**config.mk**
```make
export PLATFORM = sky130hd
export DESIGN_NAME = alu_arbiter_flat
export DESIGN_NICKNAME = d
export VERILOG_FILES = /design/src/rtl/alu_arbiter_if.sv /design/src/rtl/alu_arbiter.sv /design/src/flat_wrapper.sv
export SDC_FILE = /design/constraint.sdc
export NUM_CORES = 1
export LEC_CHECK = 0
export BUFFER_PORTS_ARGS = -buffer_cell sky130_fd_sc_hd__buf_4
export CAP_MARGIN = 20
export CORE_AREA = 2 2 121 123
export CTS_BUF_LIST = sky130_fd_sc_hd__clkbuf_2 sky130_fd_sc_hd__clkbuf_4 sky130_fd_sc_hd__clkbuf_8
export DETAILED_ROUTE_END_ITERATION = 16
export DIE_AREA = 0 0 123 125
export PLACE_DENSITY_LB_ADDON = 0.25
export SLEW_MARGIN = 20
export SYNTH_ARGS = -nofsm -noshare
export SYNTH_HDL_FRONTEND = slang
export SYNTH_SLANG_ARGS = --single-unit
```
**constraint.sdc**
```tcl
create_clock -name clk -period 8.35 [get_ports clk]
set_clock_uncertainty 0.05 [all_clocks]
set_input_delay 0.835 -clock clk [delete_from_list [all_inputs] [get_ports clk]]
set_output_delay 0.835 -clock clk [all_outputs]
set_load 0.01 [all_outputs]
```
**src/rtl/alu_arbiter_if.sv**
```systemverilog
`default_nettype none
`timescale 1ns/1ps
// ============================================================================
// Module     : alu_arbiter_if
// Description: Bundle of every handshake and data signal between two
//              requesters, their result buffers, the shared ALU and the
//              alu_arbiter.
//              - slave  : the arbiter's view. It receives the requests, the
//                         result-consume strobes and the ALU outputs.
//              - master : the environment's view (requesters plus ALU).
//                         It drives the requests and the ALU outputs.
//              Port summary (N = 0, 1):
//                reqN_valid/ready      operation handshake
//                reqN_a/b [31:0]       operands
//                reqN_funct [3:0]      ALU function code, passed through
//                rspN_valid/ready      result handshake
//                rspN_o [31:0]         registered result
//                rspN_zero             registered zero flag
//                alu_a/b [31:0]        operands driven to the shared ALU
//                alu_funct [3:0]       function code driven to the ALU
//                alu_o [31:0]          combinational ALU result
//                alu_zero              combinational ALU zero flag
// Revision   : 1.0 - initial release
// ============================================================================
interface alu_arbiter_if;
    // Requester 0
    logic        req0_valid;
    logic        req0_ready;
    logic [31:0] req0_a;
    logic [31:0] req0_b;
    logic [3:0]  req0_funct;
    logic        rsp0_valid;
    logic        rsp0_ready;
    logic [31:0] rsp0_o;
    logic        rsp0_zero;

    // Requester 1
    logic        req1_valid;
    logic        req1_ready;
    logic [31:0] req1_a;
    logic [31:0] req1_b;
    logic [3:0]  req1_funct;
    logic        rsp1_valid;
    logic        rsp1_ready;
    logic [31:0] rsp1_o;
    logic        rsp1_zero;

    // Shared ALU
    logic [31:0] alu_a;
    logic [31:0] alu_b;
    logic [3:0]  alu_funct;
    logic [31:0] alu_o;
    logic        alu_zero;

    modport slave (
        input  req0_valid, req0_a, req0_b, req0_funct, rsp0_ready,
        input  req1_valid, req1_a, req1_b, req1_funct, rsp1_ready,
        input  alu_o, alu_zero,
        output req0_ready, rsp0_valid, rsp0_o, rsp0_zero,
        output req1_ready, rsp1_valid, rsp1_o, rsp1_zero,
        output alu_a, alu_b, alu_funct
    );

    modport master (
        output req0_valid, req0_a, req0_b, req0_funct, rsp0_ready,
        output req1_valid, req1_a, req1_b, req1_funct, rsp1_ready,
        output alu_o, alu_zero,
        input  req0_ready, rsp0_valid, rsp0_o, rsp0_zero,
        input  req1_ready, rsp1_valid, rsp1_o, rsp1_zero,
        input  alu_a, alu_b, alu_funct
    );
endinterface
`default_nettype wire

```
**src/rtl/alu_arbiter.sv**
```systemverilog
`default_nettype none
`timescale 1ns/1ps
// ============================================================================
// Module     : alu_arbiter
// Description: Shares one combinational ALU between two requesters. Each
//              cycle at most one eligible requester is granted. Its operands
//              go to the ALU, and the result is captured into that
//              requester's one-entry result buffer on the same edge.
//              A requester is eligible when it has a valid operation and its
//              result buffer is empty or is being drained this cycle.
//              Parameters:
//                FAIR  1 = round-robin on contention,
//                      0 = fixed priority, requester 0 highest
//              Ports:
//                clk   rising-edge clock
//                rst   asynchronous active-high reset
//                bus   alu_arbiter_if.slave (requests, results, ALU)
// Revision   : 1.0 - initial release
// ============================================================================
module alu_arbiter #(
    parameter bit FAIR = 1'b1
) (
    input  wire logic   clk,
    input  wire logic   rst,
    alu_arbiter_if.slave bus
);

    // ------------------------------------------------------------------
    // State
    // ------------------------------------------------------------------
    logic        r_last_grant;   // index of the most recently granted requester
    logic        r_rsp0_valid;
    logic [31:0] r_rsp0_o;
    logic        r_rsp0_zero;
    logic        r_rsp1_valid;
    logic [31:0] r_rsp1_o;
    logic        r_rsp1_zero;

    // ------------------------------------------------------------------
    // Eligibility and grant
    // ------------------------------------------------------------------
    logic w_elig0;
    logic w_elig1;
    logic w_grant0;
    logic w_grant1;

    // A full buffer that is consumed this cycle frees its slot in time for
    // the new result, so draining and refilling can happen on one edge.
    assign w_elig0 = bus.req0_valid && (!r_rsp0_valid || bus.rsp0_ready);
    assign w_elig1 = bus.req1_valid && (!r_rsp1_valid || bus.rsp1_ready);

    always_comb begin
        w_grant0 = 1'b0;
        w_grant1 = 1'b0;
        // No grant while reset is held. The reset is asynchronous, so an
        // in-cycle grant vanishes the moment rst rises.
        if (!rst) begin
            if (w_elig0 && w_elig1) begin
                // Round-robin: whoever did not win last time wins now.
                // After reset r_last_grant = 1, so requester 0 goes first.
                if (FAIR && (r_last_grant == 1'b0)) begin
                    w_grant1 = 1'b1;
                end else begin
                    w_grant0 = 1'b1;
                end
            end else begin
                w_grant0 = w_elig0;
                w_grant1 = w_elig1;
            end
        end
    end

    assign bus.req0_ready = w_grant0;
    assign bus.req1_ready = w_grant1;

    // ------------------------------------------------------------------
    // ALU operand mux. Operands are zero when nobody is granted.
    // ------------------------------------------------------------------
    always_comb begin
        bus.alu_a     = 32'd0;
        bus.alu_b     = 32'd0;
        bus.alu_funct = 4'd0;
        if (w_grant0) begin
            bus.alu_a     = bus.req0_a;
            bus.alu_b     = bus.req0_b;
            bus.alu_funct = bus.req0_funct;
        end else if (w_grant1) begin
            bus.alu_a     = bus.req1_a;
            bus.alu_b     = bus.req1_b;
            bus.alu_funct = bus.req1_funct;
        end
    end

    // ------------------------------------------------------------------
    // Priority state
    // ------------------------------------------------------------------
    always_ff @(posedge clk or posedge rst) begin
        if (rst) begin
            r_last_grant <= 1'b1;
        end else if (w_grant0) begin
            r_last_grant <= 1'b0;
        end else if (w_grant1) begin
            r_last_grant <= 1'b1;
        end
    end

    // ------------------------------------------------------------------
    // Result buffers. A grant takes precedence over a drain, so a
    // simultaneous drain and refill leaves valid set and keeps one op per
    // cycle of throughput.
    // ------------------------------------------------------------------
    always_ff @(posedge clk or posedge rst) begin
        if (rst) begin
            r_rsp0_valid <= 1'b0;
            r_rsp0_o     <= 32'd0;
            r_rsp0_zero  <= 1'b0;
        end else if (w_grant0) begin
            r_rsp0_valid <= 1'b1;
            r_rsp0_o     <= bus.alu_o;
            r_rsp0_zero  <= bus.alu_zero;
        end else if (r_rsp0_valid && bus.rsp0_ready) begin
            r_rsp0_valid <= 1'b0;
        end
    end

    always_ff @(posedge clk or posedge rst) begin
        if (rst) begin
            r_rsp1_valid <= 1'b0;
            r_rsp1_o     <= 32'd0;
            r_rsp1_zero  <= 1'b0;
        end else if (w_grant1) begin
            r_rsp1_valid <= 1'b1;
            r_rsp1_o     <= bus.alu_o;
            r_rsp1_zero  <= bus.alu_zero;
        end else if (r_rsp1_valid && bus.rsp1_ready) begin
            r_rsp1_valid <= 1'b0;
        end
    end

    assign bus.rsp0_valid = r_rsp0_valid;
    assign bus.rsp0_o     = r_rsp0_o;
    assign bus.rsp0_zero  = r_rsp0_zero;
    assign bus.rsp1_valid = r_rsp1_valid;
    assign bus.rsp1_o     = r_rsp1_o;
    assign bus.rsp1_zero  = r_rsp1_zero;

endmodule
`default_nettype wire

```
**src/flat_wrapper.sv**
```systemverilog
// flat-port wrapper written by rule: the top's interface ports become plain ports
module alu_arbiter_flat 
#(
    parameter bit FAIR = 1'b1
)
  (clk, rst, bus_req0_valid, bus_req0_a, bus_req0_b, bus_req0_funct, bus_rsp0_ready, bus_req1_valid, bus_req1_a, bus_req1_b, bus_req1_funct, bus_rsp1_ready, bus_alu_o, bus_alu_zero, bus_req0_ready, bus_rsp0_valid, bus_rsp0_o, bus_rsp0_zero, bus_req1_ready, bus_rsp1_valid, bus_rsp1_o, bus_rsp1_zero, bus_alu_a, bus_alu_b, bus_alu_funct);
  alu_arbiter_if bus_i ();
  input  wire logic clk;
  input  wire logic rst;
  input wire logic [$bits(bus_i.req0_valid)-1:0] bus_req0_valid;
  input wire logic [$bits(bus_i.req0_a)-1:0] bus_req0_a;
  input wire logic [$bits(bus_i.req0_b)-1:0] bus_req0_b;
  input wire logic [$bits(bus_i.req0_funct)-1:0] bus_req0_funct;
  input wire logic [$bits(bus_i.rsp0_ready)-1:0] bus_rsp0_ready;
  input wire logic [$bits(bus_i.req1_valid)-1:0] bus_req1_valid;
  input wire logic [$bits(bus_i.req1_a)-1:0] bus_req1_a;
  input wire logic [$bits(bus_i.req1_b)-1:0] bus_req1_b;
  input wire logic [$bits(bus_i.req1_funct)-1:0] bus_req1_funct;
  input wire logic [$bits(bus_i.rsp1_ready)-1:0] bus_rsp1_ready;
  input wire logic [$bits(bus_i.alu_o)-1:0] bus_alu_o;
  input wire logic [$bits(bus_i.alu_zero)-1:0] bus_alu_zero;
  output wire logic [$bits(bus_i.req0_ready)-1:0] bus_req0_ready;
  output wire logic [$bits(bus_i.rsp0_valid)-1:0] bus_rsp0_valid;
  output wire logic [$bits(bus_i.rsp0_o)-1:0] bus_rsp0_o;
  output wire logic [$bits(bus_i.rsp0_zero)-1:0] bus_rsp0_zero;
  output wire logic [$bits(bus_i.req1_ready)-1:0] bus_req1_ready;
  output wire logic [$bits(bus_i.rsp1_valid)-1:0] bus_rsp1_valid;
  output wire logic [$bits(bus_i.rsp1_o)-1:0] bus_rsp1_o;
  output wire logic [$bits(bus_i.rsp1_zero)-1:0] bus_rsp1_zero;
  output wire logic [$bits(bus_i.alu_a)-1:0] bus_alu_a;
  output wire logic [$bits(bus_i.alu_b)-1:0] bus_alu_b;
  output wire logic [$bits(bus_i.alu_funct)-1:0] bus_alu_funct;
  assign bus_i.req0_valid = bus_req0_valid;
  assign bus_i.req0_a = bus_req0_a;
  assign bus_i.req0_b = bus_req0_b;
  assign bus_i.req0_funct = bus_req0_funct;
  assign bus_i.rsp0_ready = bus_rsp0_ready;
  assign bus_i.req1_valid = bus_req1_valid;
  assign bus_i.req1_a = bus_req1_a;
  assign bus_i.req1_b = bus_req1_b;
  assign bus_i.req1_funct = bus_req1_funct;
  assign bus_i.rsp1_ready = bus_rsp1_ready;
  assign bus_i.alu_o = bus_alu_o;
  assign bus_i.alu_zero = bus_alu_zero;
  assign bus_req0_ready = bus_i.req0_ready;
  assign bus_rsp0_valid = bus_i.rsp0_valid;
  assign bus_rsp0_o = bus_i.rsp0_o;
  assign bus_rsp0_zero = bus_i.rsp0_zero;
  assign bus_req1_ready = bus_i.req1_ready;
  assign bus_rsp1_valid = bus_i.rsp1_valid;
  assign bus_rsp1_o = bus_i.rsp1_o;
  assign bus_rsp1_zero = bus_i.rsp1_zero;
  assign bus_alu_a = bus_i.alu_a;
  assign bus_alu_b = bus_i.alu_b;
  assign bus_alu_funct = bus_i.alu_funct;
  alu_arbiter #(.FAIR(FAIR)) u_core (.clk(clk), .rst(rst), .bus(bus_i));
endmodule
```
* Yosys cells after proc, flatten, opt, wreduce, memory -nomap -nowiden *
Index checks and enable logic that the tools add are counted.

operators by class
  muxes and demuxes = 18
  reductions and logical operators = 12

operator list
  cell                number
  two-way mux 32 bit  4
  two-way mux 1 bit   12
  two-way mux 4 bit   2
  nonzero test 2 bit  3
  logical AND 1 bit   5
  logical NOT 1 bit   2
  logical OR 1 bit    2

word-level totals
  flip-flop bits (word level) = 69
  input bits = 175
  output and inout port bits = 138
  logic and storage cells = 37

* Longest topological paths before layout *
Gate-level depths: netlist of run 1.

  depth after elaboration = 8
  depth in mapped cells = 6
  gate-level depth less buffers = 3

* Least setup slack after synthesis of run 1 *
No wires, ideal clock.

  kind = in2out
  start = input port rst
  end = output port bus_alu_b[25]
  arrival time = 3.722 ns
  required time = 7.465 ns
  setup slack = 3.743 ns
  stages = 5
  buffers on the path = 2
  cell sequence = buf_2 -> clkinv_1 -> clkbuf_1 -> nand2_1 -> o32ai_2

between the ends
  cells in the longest elaborated chain, start to end = 3
  elaborated cells on any way between the ends = 4
  classes of those cells = 4 x mux

RTL lines
  element               line                text
  start, declared       flat_wrapper.sv:9   input wire logic rst;
  two-way mux 1 bit     alu_arbiter.sv:57   if (!rst) begin
  two-way mux 32 bit    alu_arbiter.sv:87   end else if (w_grant1) begin
  two-way mux 32 bit *  alu_arbiter.sv:83   if (w_grant0) begin
  end, declared         flat_wrapper.sv:31  output wire logic [$bits(bus_i.alu_b)-1:0] bus_alu_b;

Every way passes the cells marked *; elsewhere a longest branch is shown, timed or not.

* Final worst setup path of run 1 *
  start = input port rst
  end = output port bus_alu_a[18]

between the ends
  cells in the longest elaborated chain, start to end = 3
  elaborated cells on any way between the ends = 4
  classes of those cells = 4 x mux

RTL lines
  element               line                text
  two-way mux 1 bit     alu_arbiter.sv:57
  two-way mux 32 bit    alu_arbiter.sv:87
  two-way mux 32 bit *  alu_arbiter.sv:83
  end, declared         flat_wrapper.sv:30  output wire logic [$bits(bus_i.alu_a)-1:0] bus_alu_a;

Marks and branches as above.

==> results of run 1 <==
==> worst reg2reg max path, delay by kind of cell, from the launching register on <==
kind	cells	cell delay, ns
AND/OR/NAND/NOR	1	0.65
buffers and inverters	1	0.31
multiplexers	1	0.40
flip-flops	1	0.34
AO/OA/AOI/OAI	1	0.15
==> placed cells by master (no fill, tap or decap) <==
cell type,instances
nand2_1,71
o32ai_2,20
clkbuf_8,11
mux2_2,60
or2_2,1
o211ai_4,2
clkinv_2,2
clkinvlp_4,2
o32ai_1,48
mux2_1,6
dfrtp_1,68
inv_1,70
inv_4,1
a211o_2,1
o21ai_0,2
inv_6,1
nor2b_1,3
buf_4,317
dfstp_2,1
a211oi_4,1
nand2b_1,2
==> area by class of cell <==
type | instances | area [um^2]
Multi-Input combinational cell | 217 | 1876
Fill cell | 1373 | 7536
Inverter | 71 | 269.0
Clock buffer | 11 | 151.4
Tap cell | 184 | 230.2
Sequential cell | 69 | 1728
Timing Repair Buffer | 317 | 2380
Clock inverter | 5 | 33.78
==> per-stage QoR <==
step,hold WS [ns],cells,setup WS [ns],area (um^2)
after floorplan,0.4355,394,3.743,4075
after global placement,0.4242,858,4.345,6482
after detailed placement,0.4307,858,4.240,6482
after CTS,0.4474,874,4.247,6668
after global routing,0.4690,874,4.029,6668
final,0.4421,874,4.335,6668
==> worst min path at each step <==
stage                                                  from                                end  cells after the start
after detailed placement  u_core.bus.rsp0_o[15]$_DFFE_PP0P_  u_core.bus.rsp0_o[15]$_DFFE_PP0P_                      1
after global placement    u_core.bus.rsp0_o[16]$_DFFE_PP0P_  u_core.bus.rsp0_o[16]$_DFFE_PP0P_                      1
final                     u_core.bus.rsp0_o[15]$_DFFE_PP0P_  u_core.bus.rsp0_o[15]$_DFFE_PP0P_                      1
after floorplan             u_core.r_last_grant$_DFFE_PP1P_    u_core.r_last_grant$_DFFE_PP1P_                      2
after CTS                 u_core.bus.rsp0_o[15]$_DFFE_PP0P_  u_core.bus.rsp0_o[15]$_DFFE_PP0P_                      1
after global routing      u_core.bus.rsp0_o[16]$_DFFE_PP0P_  u_core.bus.rsp0_o[16]$_DFFE_PP0P_                      1
==> cells by family (layout without fill, tap and decap cells) <==
family | after synthesis | after routing | share of synthesized area (%)
muxes | 66 | 66 | 18.24
DFF | 69 | 69 | 42.40
and+or+nand+nor | 77 | 77 | 7.461
AOI/OAI and AO/OA | 74 | 74 | 20.08
buffers and inverters | 108 | 404 | 11.82
==> synthesized netlist by cell type, types with 2 or more instances <==
library cell  number  area (um^2)
buf_2              7        35.03
inv_1             70        262.8
nand2_1           71        266.5
mux2_1             6        67.56
clkbuf_1          18        67.56
o21ai_0            2        10.01
nor2b_1            3        18.77
nand2b_1           2        12.51
o32ai_1           48        420.4
dfrtp_1           68         1702
buf_6              6        67.56
o32ai_2           20        325.3
mux2_2            60        675.7
buf_4              6        45.04
==> power by group through the flow <==
stage	Combinational (W)	Sequential, W	Clock [W]
2_1_floorplan	0.000213	0.000522	0
3_3_place_gp	0.000544	0.000480	0
3_5_place_dp	0.000550	0.000484	0
4_1_cts	0.000551	0.000481	0.000258
5_1_grt	0.000585	0.000492	0.000275
6_report	0.000544	0.000480	0.000246
==> flip-flops by register name, indices dropped and copies added, names as in the netlist <==
name and flops:
u_core.r_last_grant 1, u_core.bus.rsp1_o 32, u_core.bus.rsp1_valid 1, u_core.bus.rsp1_zero 1, u_core.bus.rsp0_o 32, u_core.bus.rsp0_valid 1
u_core.bus.rsp0_zero 1
==> metal layers <==
metal / part of all wire [%] / global-route usage, %
met1: 38 / 20.96
met2: 50 / 30.61
met3: 11 / 6.296
met4: 1.4 / 3.877
met5: 0 / 0
==> impl_metrics.tcl, run 1 <==
set metrics [dict create \
    grt_max_degree 87 \
    critPathSlowestCell "buf_4" \
    cap_violations 0 \
    slowest_delay_ns 0.82 \
    worstSkewPairLatency_ns 0.33 \
    max_slew_margin_pct 32.79 \
    final_nets 860 \
    grt_pass1_wl_um 21470 \
    hpwl_um 10780 \
    die_h_um 125 \
    path_common_cell "buf_4" \
    ys_types 21 \
    postSynthCellCount 394 \
    synth_edf_count 0 \
    ff2ff_setup_slack_ns 6.34 \
    core_area_mm2 0.01420 \
    drv_slew 0 \
    syn_avg_cell_area_um2 10.34 \
    finalHoldViolations 0 \
    wl_per_cell_um 16.56 \
    cts.repair.resized 0 \
    drc_errors 0 \
    io_buffers 312 \
    cts_buffers 9 \
    path_cells "buf_4 -> inv_4 -> buf_4 -> nand2_1 -> o32ai_1 -> buf_4" \
    p_seq_share_pct 37.8 \
    fmax_ghz 0.2491 \
    p_leak_nw 3.390 \
    first_pass_iters 4 \
    p_sw_share_pct 32.67 \
    vias 4183 \
    start_kind "input pin" \
    grt_pass1_vias 4080 \
    period_minus_slack_ns 4.015 \
    cts_setup_buffers 0 \
    ctsLongestPathBuffers 2 \
    htreeDepth 3 \
    path_depth 6 \
    clkPwrFrac_pct 19.3 \
    worst_pin_slew_ns 1.008 \
    netlist_area_mm2 0.004075 \
    hold_buffers 0 \
    path_clk_slew_ns 0.07 \
    critPathLaunch "rst" \
    cts_tree "done" \
    drive_above_1_share_pct 60.87 \
    r2r_cells 4 \
    internal_power_w 0.0008551 \
    cts_root_buf "clkbuf_8" \
    p_switching_w 0.0004149 \
    antenna_found_initial 0 \
    area_growth_pct 63.62 \
    ir_drop_mv 0.1693 \
    critical_path_class "in2out" \
    regToRegEndpoint "u_core.bus.rsp1_o[23]$_DFFE_PP0N_" \
    synthArstFlopShare_pct 100.0 \
    powerDensity_mw_per_mm2 190.5 \
    rsz0062_at_grt "false" \
    row_count 44 \
    track_usage_pct 17.70 \
    required_ns 7.47 \
    ys_seq_area_share_pct 42.40 \
    cp_top_family "buffers and inverters" \
    setup_viol_count_final 0 \
    combPwrFrac_pct 42.9 \
    start_util_pct 28.69 \
    status "finished, final reports clean" \
    crit_buf_inv 4 \
    hp-class "reg2reg" \
    cp-endpoint "bus_alu_a[18]" \
    synth_ff_type "dfrtp_1" \
    syn-num-nets 569 \
    drt_iter0_markers 254 \
    yosysWarnings 0 \
    fin_crit_sh_pct 48.08 \
    grt-ovfl-total 0 \
    place_congestion 0.9675 \
    wl_um 14470 \
    ys_seq_elements 69 \
    die_w_um 123 \
    die_area_mm2 0.01538 \
    r2r_start "u_core.bus.rsp0_valid$_DFFE_PP0P_" \
    antenna_left 0 \
    ios 313 \
    critPathArrivalTime_ns 3.13 \
    insertedDiodeCount 0 \
    finalPower_w 0.001270 \
    cts.sinks 69 \
    critPathMaxFanout 86 \
    drt-vias-per-instance 4.786 \
    fin_setup_tns_ns 0 \
    cp-end-kind "output port" \
    utilization_pct 46.94 \
]
No activity file was read; power rests on OpenSTA's default activity.
==> run 2: changes to the inputs <==
==> constraint.sdc (replaced) <==
create_clock -name clk -period 4.05 [get_ports clk]
set_clock_uncertainty 0.05 [all_clocks]
set_input_delay 0.405 -clock clk [delete_from_list [all_inputs] [get_ports clk]]
set_output_delay 0.405 -clock clk [all_outputs]
set_load 0.01 [all_outputs]
==> run 2 against run 1 <==
  * Routed wire length rose by 1.4%
  * Largest cell class unchanged
  * Sequential power increased by 110%
  * Largest power group unchanged
  * Global-route usage increased by 0.46 points
==> impl_metrics.tcl, run 2 (synthesis results as in run 1) <==
set metrics [dict create \
    critPathMaxFanout 32 \
    final_nets 862 \
    path_cells "nor2b_1 -> a211o_2 -> buf_4 -> o32ai_1 -> buf_4" \
    p_switching_w 0.0008398 \
    cts_setup_buffers 0 \
    critPathSlowestCell "nor2b_1" \
    track_usage_pct 18.16 \
    final_common_cell "buf_4" \
    fin_setup_tns_ns 0 \
    drc_errors 0 \
    drv_slew 0 \
    utilization_pct 47.21 \
    p_sw_share_pct 31.25 \
    vias 4182 \
    p_leak_nw 3.418 \
    wl_per_cell_um 16.73 \
    required_ns 3.60 \
    grt_max_degree 90 \
    hp-class "in2reg" \
    wl_um 14670 \
    die_h_um 125 \
    fin_crit_sh_pct 74.55 \
    crit_buf_inv 2 \
    start_util_pct 28.69 \
    cap_violations 0 \
    internal_power_w 0.001848 \
    worst_pin_slew_ns 0.9422 \
    p_seq_share_pct 36.6 \
    cts.sinks 69 \
    first_pass_iters 4 \
    htreeDepth 3 \
    most-common-layout-cells "buf_4, nand2_1, inv_1, dfrtp_1, mux2_2" \
    cts.repair.resized 0 \
    drt_iter0_markers 196 \
    die_area_mm2 0.01538 \
    grt_pass1_vias 4269 \
    cts_tree "done" \
    status "finished, final reports clean" \
    combPwrFrac_pct 41.9 \
    row_count 44 \
    drive_above_1_share_pct 60.98 \
    area_growth_pct 64.54 \
    grt_pass1_wl_um 22090 \
    cp-end-kind "output port" \
    grt-ovfl-total 0 \
    die_w_um 123 \
    ir_drop_mv 0.3332 \
    antenna_found_initial 1 \
    rsz0062_at_grt "false" \
    hpwl_um 11250 \
    place_congestion 0.9685 \
    path_common_cell "buf_4" \
    max_slew_margin_pct 37.19 \
    critical_path_class "reg2out" \
    cp_top_family "compound AO/OA/AOI/OAI gates" \
    ctsLongestPathBuffers 2 \
    cts_buffers 9 \
    finalNonFillerCells 877 \
    powerDensity_mw_per_mm2 400.8 \
    worstSkewPairLatency_ns 0.34 \
    drt-vias-per-instance 4.769 \
    slowest_delay_ns 0.59 \
    start_kind "flop" \
    setup_viol_count_final 0 \
    antenna_left 0 \
    finalHoldViolations 0 \
    path_clk_slew_ns 0.07 \
    fmax_ghz 0.3312 \
    core_area_mm2 0.01420 \
    cts_root_buf "clkbuf_8" \
    io_buffers 312 \
    ios 313 \
    critPathArrivalTime_ns 2.56 \
    period_minus_slack_ns 3.019 \
    hold_buffers 0 \
    placed_cells 860 \
    clkPwrFrac_pct 21.5 \
]
## run 2: cell count changes in the layout (fill, tap and decap cells not counted), sizes merged
cell	delta
buf	+2
diode	+1
clkbuf	+4
bufinv	+1
clkinvlp	-2
clkinv	-2
inv	-1
## run 2: layout make-up
cell class | count | area (um^2)
Sequential cell | 69 | 1728
Fill cell | 1347 | 7498
Clock buffer | 15 | 175.2
Clock inverter | 1 | 30.03
Inverter | 71 | 269.0
Tap cell | 184 | 230.2
Timing Repair Buffer | 319 | 2395
Multi-Input combinational cell | 217 | 1876
Antenna cell | 1 | 2.502
## run 2: metal layers
layer	wire length [um]	GRT usage [%]
met1	5557	21.09
met2	7263	31.10
met3	1559	6.159
met4	293	6.016
met5	0	0
## run 2: power by group through the flow
stage                     registers, W  logic [W]  clock network (W)
after floorplan                0.00108   0.000438                  0
after CTS                     0.000988    0.00114           0.000599
final                         0.000985    0.00113           0.000578
after global routing           0.00101    0.00121           0.000624
after detailed placement      0.000995    0.00114                  0
after global placement        0.000986    0.00112                  0
## run 2: through the flow
stage	total power (W)	hold WS [ns]	setup slack [ns]	area, um^2
2_1_floorplan	0.001515	0.4355	0.3026	4075
3_5_place_dp	0.002132	0.4262	1.228	6497
5_1_grt	0.002849	0.2304	0.8323	6705
6_report	0.002688	0.2390	1.031	6705
3_3_place_gp	0.002108	0.4213	1.324	6497
4_1_cts	0.002725	0.2193	0.9864	6703
## run 2: path summary, 6_finish.rpt
| path | start | end | slack (ns) | cells past startpoint |
|---|---|---|---|---|
| min in group asynchronous | rst | u_core.bus.rsp1_o[4]$_DFFE_PP0N_ | 0.65 | 2 |
| min reg2reg | u_core.bus.rsp0_o[15]$_DFFE_PP0P_ | u_core.bus.rsp0_o[15]$_DFFE_PP0P_ | 0.44 | 1 |
| max reg2reg | u_core.bus.rsp1_valid$_DFFE_PP0P_ | u_core.bus.rsp0_o[22]$_DFFE_PP0P_ | 1.78 | 4 |
| min | bus_alu_o[16] | u_core.bus.rsp1_o[16]$_DFFE_PP0N_ | 0.24 | 2 |
| max in group asynchronous | rst | u_core.bus.rsp1_o[7]$_DFFE_PP0N_ | 2.19 | 3 |
| max | u_core.bus.rsp0_valid$_DFFE_PP0P_ | bus_alu_a[23] | 1.03 | 5 |
## run 2: worst register-to-register path, stage by stage (launching register included)
cell,delay [ns]
dfrtp_1,0.35
nand2b_1,0.23
a211oi_4,0.79
buf_4,0.36
mux2_2,0.36
